--- src/rtl/imem_fetch_ctrl_if.sv ---
// Fetch-controller bus: control inputs, InstructionMemory port, IF/ID register and status outputs.
// master = fetch controller, slave = surrounding core / memory / bench.
interface imem_fetch_ctrl_if;
  logic        start;
  logic        stall;
  logic        redirect;
  logic [31:0] redirect_pc;
  logic [31:0] imem_addr;
  logic [31:0] imem_instr;
  logic [31:0] ifid_instr;
  logic [31:0] ifid_pcplus4;
  logic        ifid_valid;
  logic [31:0] pc;
  logic        halted;
  logic        fault;
  logic [31:0] fetch_count;

  modport master (
    input  start, stall, redirect, redirect_pc, imem_instr,
    output imem_addr, ifid_instr, ifid_pcplus4, ifid_valid, pc, halted, fault, fetch_count
  );

  modport slave (
    output start, stall, redirect, redirect_pc, imem_instr,
    input  imem_addr, ifid_instr, ifid_pcplus4, ifid_valid, pc, halted, fault, fetch_count
  );
endinterface

--- src/rtl/imem_fetch_ctrl.sv ---
// PC / IF-ID sequencer for a zero-latency instruction memory; one fetch per edge, stall holds everything.
// Redirect beats stall; optional jump-to-self halt detection under IMEM_HALT_DETECT_EN.
module imem_fetch_ctrl #(
  parameter logic [31:0] RESET_PC   = 32'h0000_0000,
  parameter int          IMEM_WORDS = 128
) (
  input  logic          clk,
  input  logic          rst,
  imem_fetch_ctrl_if.master bus
);

  typedef enum logic [1:0] {IDLE, RUN, HALT, FAULT} state_t;

  localparam logic [31:0] IMEM_BYTES = 32'(IMEM_WORDS) << 2;

  state_t      state;
  logic [31:0] pc;
  logic [31:0] ifid_instr;
  logic [31:0] ifid_pcplus4;
  logic        ifid_valid;
  logic        fault;
  logic [31:0] fetch_count;
  logic [31:0] pc_plus4;

  assign pc_plus4 = pc + 32'd4;

`ifdef IMEM_HALT_DETECT_EN
  logic halted;
  logic self_jump;

  // "j" whose absolute target equals its own address
  assign self_jump = (bus.imem_instr[31:26] == 6'b000010) &&
                     ({pc[31:28], bus.imem_instr[25:0], 2'b00} == pc);
  assign bus.halted = halted;
`else
  assign bus.halted = 1'b0;
`endif

  always_ff @(posedge clk or posedge rst) begin
    if (rst) begin
      state        <= IDLE;
      pc           <= RESET_PC;
      ifid_instr   <= 32'h0;
      ifid_pcplus4 <= 32'h0;
      ifid_valid   <= 1'b0;
      fault        <= 1'b0;
      fetch_count  <= 32'h0;
`ifdef IMEM_HALT_DETECT_EN
      halted       <= 1'b0;
`endif
    end else begin
      case (state)
        IDLE: begin
          ifid_instr   <= 32'h0;
          ifid_pcplus4 <= 32'h0;
          ifid_valid   <= 1'b0;
          if (bus.start) state <= RUN;
        end
        RUN: begin
          if (bus.redirect) begin
            ifid_instr   <= 32'h0;
            ifid_pcplus4 <= 32'h0;
            ifid_valid   <= 1'b0;
            if (bus.redirect_pc[1:0] != 2'b00) begin
              state <= FAULT;
              fault <= 1'b1;
            end else begin
              pc <= bus.redirect_pc;
            end
          end else if (!bus.stall) begin
            if (pc >= IMEM_BYTES) begin
              state        <= FAULT;
              fault        <= 1'b1;
              ifid_instr   <= 32'h0;
              ifid_pcplus4 <= 32'h0;
              ifid_valid   <= 1'b0;
            end else begin
              ifid_instr   <= bus.imem_instr;
              ifid_pcplus4 <= pc_plus4;
              ifid_valid   <= 1'b1;
              fetch_count  <= fetch_count + 32'd1;
`ifdef IMEM_HALT_DETECT_EN
              // the self-jump itself still goes down the pipe; PC parks on it
              if (self_jump) begin
                state  <= HALT;
                halted <= 1'b1;
              end else begin
                pc <= pc_plus4;
              end
`else
              pc <= pc_plus4;
`endif
            end
          end
        end
        HALT, FAULT: begin
          ifid_instr   <= 32'h0;
          ifid_pcplus4 <= 32'h0;
          ifid_valid   <= 1'b0;
        end
        default: state <= IDLE;
      endcase
    end
  end

  assign bus.imem_addr    = pc;
  assign bus.pc           = pc;
  assign bus.ifid_instr   = ifid_instr;
  assign bus.ifid_pcplus4 = ifid_pcplus4;
  assign bus.ifid_valid   = ifid_valid;
  assign bus.fault        = fault;
  assign bus.fetch_count  = fetch_count;

endmodule
--- src/flat_wrapper.sv ---
// flat-port wrapper written by rule: the top's interface ports become plain ports
module imem_fetch_ctrl_flat 
#(
  parameter logic [31:0] RESET_PC   = 32'h0000_0000,
  parameter int          IMEM_WORDS = 128
)
  (clk, rst, bus_start, bus_stall, bus_redirect, bus_redirect_pc, bus_imem_instr, bus_imem_addr, bus_ifid_instr, bus_ifid_pcplus4, bus_ifid_valid, bus_pc, bus_halted, bus_fault, bus_fetch_count);
  imem_fetch_ctrl_if bus_i ();
  input  logic clk;
  input  logic rst;
  input wire logic [$bits(bus_i.start)-1:0] bus_start;
  input wire logic [$bits(bus_i.stall)-1:0] bus_stall;
  input wire logic [$bits(bus_i.redirect)-1:0] bus_redirect;
  input wire logic [$bits(bus_i.redirect_pc)-1:0] bus_redirect_pc;
  input wire logic [$bits(bus_i.imem_instr)-1:0] bus_imem_instr;
  output wire logic [$bits(bus_i.imem_addr)-1:0] bus_imem_addr;
  output wire logic [$bits(bus_i.ifid_instr)-1:0] bus_ifid_instr;
  output wire logic [$bits(bus_i.ifid_pcplus4)-1:0] bus_ifid_pcplus4;
  output wire logic [$bits(bus_i.ifid_valid)-1:0] bus_ifid_valid;
  output wire logic [$bits(bus_i.pc)-1:0] bus_pc;
  output wire logic [$bits(bus_i.halted)-1:0] bus_halted;
  output wire logic [$bits(bus_i.fault)-1:0] bus_fault;
  output wire logic [$bits(bus_i.fetch_count)-1:0] bus_fetch_count;
  assign bus_i.start = bus_start;
  assign bus_i.stall = bus_stall;
  assign bus_i.redirect = bus_redirect;
  assign bus_i.redirect_pc = bus_redirect_pc;
  assign bus_i.imem_instr = bus_imem_instr;
  assign bus_imem_addr = bus_i.imem_addr;
  assign bus_ifid_instr = bus_i.ifid_instr;
  assign bus_ifid_pcplus4 = bus_i.ifid_pcplus4;
  assign bus_ifid_valid = bus_i.ifid_valid;
  assign bus_pc = bus_i.pc;
  assign bus_halted = bus_i.halted;
  assign bus_fault = bus_i.fault;
  assign bus_fetch_count = bus_i.fetch_count;
  imem_fetch_ctrl #(.RESET_PC(RESET_PC), .IMEM_WORDS(IMEM_WORDS)) u_core (.clk(clk), .rst(rst), .bus(bus_i));
endmodule
--- config.mk ---
export PLATFORM = sky130hd
export DESIGN_NAME = imem_fetch_ctrl_flat
export DESIGN_NICKNAME = d
export VERILOG_FILES = /design/src/rtl/imem_fetch_ctrl_if.sv /design/src/rtl/imem_fetch_ctrl.sv /design/src/flat_wrapper.sv
export SDC_FILE = /design/constraint.sdc
export NUM_CORES = 1
export LEC_CHECK = 0
export CORE_MARGIN = 5
export CORE_UTILIZATION = 47
export DETAILED_ROUTE_END_ITERATION = 12
export PLACE_DENSITY = 0.85
export SYNTH_ARGS = -nofsm -noshare
export SYNTH_HDL_FRONTEND = slang
export SYNTH_SLANG_ARGS = --single-unit
--- constraint.sdc ---
create_clock -name clk -period 12.95 [get_ports clk]
set_input_delay 2.59 -clock clk [delete_from_list [all_inputs] [get_ports clk]]
set_output_delay 2.59 -clock clk [all_outputs]
set_load 0.005 [all_outputs]
# Word level (Yosys, flattened, before mapping)
# Cells that the tools add are included.
# word_totals
regBits	132
in_bits	69
out_inout_bits	163
elab_cells	59
# classes
n_reduce_logical	9
mux	26
add_sub_neg	2
n_eq_ne	11
order_cmp	1
n_bitwise	3
# ops
operator	count
two-way mux 32 bit	10
case mux 32 bit (2 select lines)	2
adder 32 x 1 -> 32 bit (second input constant)	1
adder 32 x 3 -> 32 bit (second input constant)	1
>= comparator 32 x 10 -> 1 bit (second input constant)	1
AND reduction 4 bit	3
two-way mux 2 bit	5
two-way mux 1 bit	7
inequality test 2 bit (second input constant)	3
inequality test 3 x 2 -> 1 bit (second input constant)	2
nonzero test 2 bit	3
AND reduction 5 bit	1
== test 2 bit (second input constant)	2
inequality test 2 x 1 -> 1 bit (second input constant)	2
case mux 2 bit (2 select lines)	1
inequality test 3 bit (second input constant)	1
inverter 1 bit	3
OR reduction 3 bit	1
== test 2 x 1 -> 1 bit (second input constant)	1
logical NOT 2 bit	1
case mux 1 bit (2 select lines)	1

# Longest topological paths before layout
# Gate-level depths: netlist of run 1.
# logic_depth
ltp_word	5
ltp_mapped	9
ltp_nobuf	6

# Worst setup path after synthesis of run 1
# OpenSTA, ideal clock, no wires.
# synth_path
path_kind	input -> register
start	input bus_redirect
end	register u_core.pc[10] (netlist: u_core.bus.imem_addr[10])
setup_ns	0.127
n_path_buf	3
path_stages	8
path_slack_ns	9.028
t_arrival_ns	3.794
cell_sequence	buf_2 > nor2b_1 > nor2_1 > and3_1 > buf_4 > nor2_2 > buf_2 > o21ai_0
# synth_between
elab_chain_cells	2
# synth_rtl
element	line_no	source
from (decl)	flat_wrapper.sv:13	input wire logic [$bits(bus_i.redirect)-1:0] bus_redirect;
inequality test 2 bit (no source line) or inequality test 2 x 1 -> 1 bit (tied branches)	-	
AND reduction 4 bit (no source line)	-	
to (signal assigned)	imem_fetch_ctrl.sv:68	pc <= bus.redirect_pc;
to (signal assigned)	imem_fetch_ctrl.sv:91	pc <= pc_plus4;
to (decl)	imem_fetch_ctrl.sv:17	logic [31:0] pc;
# Parallel ways exist; a longest one is shown, timed or not.
# A chain may end at the register's enable or synchronous reset.

# Final worst setup path of run 1
# layout_path
start	input bus_redirect
end	register u_core.pc[7] (netlist: u_core.bus.imem_addr[7])
# The elaborated chain is that of the path after synthesis.

==> metrics.md, run 1 <==
| Metric | Value |
|---|---|
| Overall Global Routing Usage | 23.6% |
| Worst Path Required | 13.26 ns |
| Yosys top cell area share | 55.6% |
| Period minus WS final | 5.41 ns |
| #FFs+latches synth | 132 |
| Worst-Margin Slew | 1.14 ns |
| Synth top area cells | dfrtp_1, a22o_1, buf_4 |
| CP Capture Type | flop |
| TritonRoute pass-1 iters | 5 |
| Vias per inst | 5.49 |
| Pins Over Slew Limit | 0 |
| Cell count after synthesis | 545 |
| Fmax | 185 MHz |
| Sequential Power Share | 43.3% |
| Pre-CTS WS | 7.18 ns |
| Critical Path Start | bus_redirect |
| Site row count | 41 |
| Setup tns final | 0 ns |
| Ant. Diodes | 0 |
| DR DRC count | 0 |
| Clock sinks | 132 |
| Area after DPL | 0.00811 mm2 |
| Final worst setup slack | 7.54 ns |
| Worst Hold Launch | u_core.bus.fault |
| Pin count of the biggest net entering global routing | 89 |
| Setup-failing EPs final | 0 |
| Top-Level Pins | 232 |
| FF-to-FF Start | u_core.bus.imem_addr[17] |
| Count leader, synth | dfrtp_1 |
| Clk root buf | clkbuf_16 |
| Pwr dens | 113 mW/mm2 |
| Mapped Avg Cell Area | 10.9 um2 |
| Net switching power | 0.000208 W |
| Die Ht | 122 um |
| Clk_skew | 0.00604 ns |
| Yosys top cell by area | dfrtp_1 |
| Slowest CP cell | nor2b_1 |
| Htree depth | 4 |
| Routed len/inst | 19.1 um |
| Total power draw | 0.000981 W |
| GPL Wtd Cong | 0.943 |
| Asr flop ratio synth | 100% |
| Number of CTS-inserted buffers | 17 |
| Syn-to-layout area delta | 46.7% |
| Synthesized netlist net count | 617 |
| Synth unique cells | 51 |
| Core area | 0.0125 mm2 |
| Final net count | 809 |
| CP Data Arrival Time | 5.72 ns |
| Gate power share | 7.1% |
| Synth Cell Area | 0.00594 mm2 |
| Post-CTS Hold Buffers | 0 |
| RSZ-0062 raised after global routing | false |
| DR iter-0 viols | 468 |
| Max Cap Violations | 0 |
| Grt total ovfl | 0 |
| Worst Path Max Fanout | 27 |
| Synth top cells by count | dfrtp_1, nand2_1, nand3_1 |
| Final cell count without fillers | 921 |
| Buffers on Ports | 230 |
| Post-placement cell count | 890 |
| Worst path max stage delay | 0.91 ns |
| CP startpoint kind | primary input |
| Pleak | 3.85 nW |
| Result of the run | finished, final reports clean |
| Die area | 0.0150 mm2 |
| Initial core utilization | 47.5% |
| CTS max path bufs | 2 |
| Maximum vdd drop | 0.0000714 V |
| Post-cts sizing count | 0 |
| Int Pwr | 0.000773 W |
| Vias post-DR | 5058 |
| Final WL | 17.6 mm |
| Clock power frac | 49.6% |
| Post-synth EDFFs | 0 |
| Share of post-route cells with drive strength above 1 | 6.28% |
| Slew headroom | 23.5% |
| Vias in the first global route | 5157 |
| Skew-Pair Late Insertion Delay | 0.40 ns |
| Initial antenna violation count | 0 |
| Dpl hpwl | 12.6 mm |
| Hold Vio Cnt, Final | 0 |
| Setup bufs post-CTS | 0 |
| First-pass GRT wire length | 27.5 mm |
| Die Width | 122 um |
| Setup CP Type | in -> reg |
| Hold crit path type | reg -> reg |
| Routed Antenna Nets | 0 |
| Fin crit share | 41.8% |
| Post-synthesis sequential area ratio | 55.6% |
| YS warnings | 0 |
| Crit-path cells | clkdlybuf4s50_1 > buf_4 > nor2b_1 > nor2_1 > nand3_1 > nand2_1 > a22oi_1 |
| Design area | 0.00871 mm2 |
| Clock transition at the registers of the reported paths | 0.05 ns |
| Synth Flop Type | dfrtp_1 |
| Net Sw Frac | 21.2% |
| CTS tree | yes |
[worst max-delay path: cells and delay by family]
| kind | cells | cell delay (ns) |
|---|---|---|
| buffers and inverters | 2 | 0.64 |
| AO/OA/AOI/OAI | 1 | 0.29 |
| AND/OR/NAND/NOR | 4 | 2.20 |
[metrics by stage]
stage	util [%]	hold slack, ns
floorplan	-	0.451
global placement	64.8	0.447
detailed placement	64.8	0.443
CTS	69.6	0.455
global route	69.6	0.461
finish	69.6	0.450
[kinds of logic (layout without fill, tap and decap cells)]
logic type,after synthesis,in the layout,synth area share (%)
and+or+nand+nor,195,195,18.4
DFF,132,132,55.6
AOI/OAI and AO/OA,99,99,11.9
buffers and inverters,74,278,7.29
xor gates and xnor gates,37,37,5.45
muxes,4,4,0.695
adders and majority gates,3,3,0.632
other,1,1,0.0631
[power by group through the flow]
stage	Combinational (W)	Clock (W)	Sequential (W)
5_1_grt	0.0000761	0.000516	0.000425
3_3_place_gp	0.0000690	0	0.000431
4_1_cts	0.0000706	0.000494	0.000424
2_1_floorplan	0.0000306	0	0.000430
3_5_place_dp	0.0000701	0	0.000432
6_report	0.0000699	0.000487	0.000425
[area by class of cell]
class | count | area (um2)
Fill cell | 923 | 3800
Sequential cell | 132 | 3300
Timing Repair Buffer | 235 | 2340
Multi-Input combinational cell | 339 | 2200
Clock buffer | 22 | 474
Tap cell | 172 | 215
Clock inverter | 9 | 128
Inverter | 12 | 47.5
[path summary, 6_finish.rpt]
check / to / slack [ns] / cells past startpoint
hold reg to reg: u_core.bus.fault / 0.45 / 1
setup / recovery: u_core.bus.imem_addr[7] / 7.54 / 7
min in group asynchronous: u_core.bus.ifid_instr[25] / 2.59 / 2
setup reg to reg: u_core.bus.imem_addr[7] / 10.18 / 5
max in group asynchronous: u_core.bus.imem_addr[18] / 8.83 / 3
hold / removal: u_core.bus.fault / 0.45 / 1
[per-layer routing]
layer | up-vias | share of wire [%] | global-route usage [%]
met5 | - | 0 | 0
met4 | 0 | 2.0 | 8.68
met3 | 30 | 8.8 | 7.28
met2 | 257 | 50 | 39.0
met1 | 2476 | 40 | 29.3
li1 | 2295 | - | -
[registers in the layout, summed over array words and instances, names as in the netlist]
signal	cells
u_core.bus.ifid_instr	32
u_core.bus.ifid_valid	1
u_core.bus.imem_addr	32
u_core.bus.ifid_pcplus4	32
u_core.bus.fault	1
u_core.bus.fetch_count	32
u_core.state	2
[cells in the final DEF, fill, tap and decap left out, types with 11 or more instances in the layout]
cell type,count
clkdlybuf4s50_1,230
dfrtp_1,132
nand3_1,39
nand2_1,39
a22o_1,35
and3_1,34
xnor2_1,29
nor2_1,25
o21ai_0,25
clkbuf_16,17
nand4_1,15
a21oi_1,12
inv_1,11
(Power assumes the default switching activity.)
==> run 2: changes to the inputs <==
- CORE_UTILIZATION: 47 -> 44
- PLACE_DENSITY: 0.85 -> 0.81
- clock period: 12.95 -> 5.4 ns (I/O delays scaled with it)
==> run 2 against run 1 <==
  * Global-route usage shrank 1.0 points
  * Via count grew 0.73%
  * Flip-flop and latch count is the same
  * Worst setup slack worse by 5.4 ns
  * Total power is 130% higher
==> metrics.md, run 2 (synthesis gave the netlist of run 1 again) <==
| Metric | Value |
|---|---|
| Result of the run | finished, final reports clean |
| Number of buffer and inverter stages on the critical path | 2 |
| CP Data Arrival Time | 3.56 ns |
| Crit-path cells | clkdlybuf4s50_1 > buf_4 > nor2_1 > and3_1 > and3_1 > nor2_2 > a221o_1 |
| CTS max path bufs | 2 |
| Worst path max stage delay | 0.66 ns |
| Period minus WS final | 3.26 ns |
| DR DRC count | 0 |
| Hold Path Cell Cnt | 1 |
| Final worst setup slack | 2.14 ns |
| Syn-to-layout area delta | 46.2% |
| Vias in the first global route | 5124 |
| Setup tns final | 0 ns |
| Most common cell after layout, fill and taps aside | clkdlybuf4s50_1 |
| Max Cap Violations | 0 |
| Maximum vdd drop | 0.000188 V |
| Routed len/inst | 19.4 um |
| Worst Path Required | 5.70 ns |
| Slew headroom | 40.6% |
| Die Ht | 126 um |
| Setup CP Type | in -> reg |
| Worst Path Max Fanout | 27 |
| Fmax | 306 MHz |
| TritonRoute pass-1 iters | 6 |
| Fin crit share | 60.4% |
| Htree depth | 4 |
| CP Capture Type | flop |
| Clk_skew | 0.0109 ns |
| Most frequent cells in the layout | clkdlybuf4s50_1, dfrtp_1, nand3_1, nand2_1, a22o_1 |
| Ant. Diodes | 0 |
| Crit. path cell count | 7 |
| Dpl hpwl | 12.9 mm |
| Worst-Margin Slew | 0.889 ns |
| Overall Global Routing Usage | 22.6% |
| RSZ-0062 raised after global routing | false |
| Clock sinks | 132 |
| Skew-Pair Late Insertion Delay | 0.42 ns |
| Routed Antenna Nets | 0 |
| Area after DPL | 0.00812 mm2 |
| CP top delay family | simple AND/OR/NAND/NOR gates |
| Hold Vio Cnt, Final | 0 |
| Final WL | 17.9 mm |
| CTS tree | yes |
| Pre-CTS WS | 1.75 ns |
| Post-CTS Hold Buffers | 0 |
| DR iter-0 viols | 301 |
| Reg2reg path depth | 4 |
| Vias post-DR | 5095 |
| Grt total ovfl | 0 |
| Die area | 0.0159 mm2 |
| Vias per inst | 5.51 |
| Fill cell count | 1017 |
| Number of CTS-inserted buffers | 17 |
| GPL Wtd Cong | 0.871 |
| Hold crit path type | reg -> reg |
| First-pass GRT wire length | 28.4 mm |
| Most numerous cell on the critical path | and3_1 |
| Site row count | 42 |
| Clk root buf | clkbuf_16 |
| Core area | 0.0132 mm2 |
| Post-placement cell count | 894 |
| Pleak | 3.85 nW |
| Design area | 0.00868 mm2 |
| Die Width | 126 um |
| Setup-failing EPs final | 0 |
| Slowest CP cell | and3_1 |
| Buffers on Ports | 230 |
| Pins Over Slew Limit | 0 |
| Pwr dens | 263 mW/mm2 |
| Initial antenna violation count | 0 |
| Setup bufs post-CTS | 0 |
| Top-Level Pins | 232 |
| Post-cts sizing count | 0 |
| Min Hold Slack | 0.467 ns |
| Final net count | 809 |
| Pin count of the biggest net entering global routing | 102 |
| CP startpoint kind | primary input |
| Initial core utilization | 44.9% |
| Share of post-route cells with drive strength above 1 | 6.15% |
| Clock transition at the registers of the reported paths | 0.05 ns |
| Final cell count without fillers | 924 |
## run 2: cell type report
class | instances | area [um2] | share of cell area, %
flip-flops and latches | 132 | 3300 | 38.0
repair buffers | 235 | 2340 | 26.9
multi-input cells | 339 | 2210 | 25.4
clock buffers | 26 | 519 | 5.98
well taps | 176 | 220 | 2.54
inverters | 12 | 50.0 | 0.576
clock inverters | 4 | 45.0 | 0.519
## run 2: metrics by stage
step / power [W] / utilization [%]
global route: 0.00236 / 65.6
CTS: 0.00230 / 65.6
finish: 0.00228 / 65.6
global placement: 0.00120 / 61.3
detailed placement: 0.00120 / 61.3
floorplan: 0.00110 / -
## run 2: layer usage
layer	track usage, %	share of wire [%]	vias to the layer above	routed length [um]
met2	35.6	48	270	8600
met1	27.7	39	2486	7060
met4	9.21	2.8	0	507
li1	-	-	2301	-
met5	0	0	-	0
met3	9.06	9.9	38	1770
## run 2: power breakdown
group	switching, W	total, W	internal, W
Sequential	0.0000188	0.00102	0.00100
Clock	0.000395	0.00109	0.000699
Combinational	0.0000716	0.000168	0.0000962
## run 2: final timing paths
check	start	end	slack [ns]
setup / recovery	bus_redirect	u_core.bus.imem_addr[27]	2.14
hold / removal	u_core.bus.fault	u_core.bus.fault	0.47
setup reg to reg	u_core.state[1]	u_core.bus.imem_addr[8]	2.62
hold reg to reg	u_core.bus.fault	u_core.bus.fault	0.47
max in group asynchronous	rst	u_core.bus.imem_addr[0]	3.12
min in group asynchronous	rst	u_core.bus.fetch_count[7]	1.27
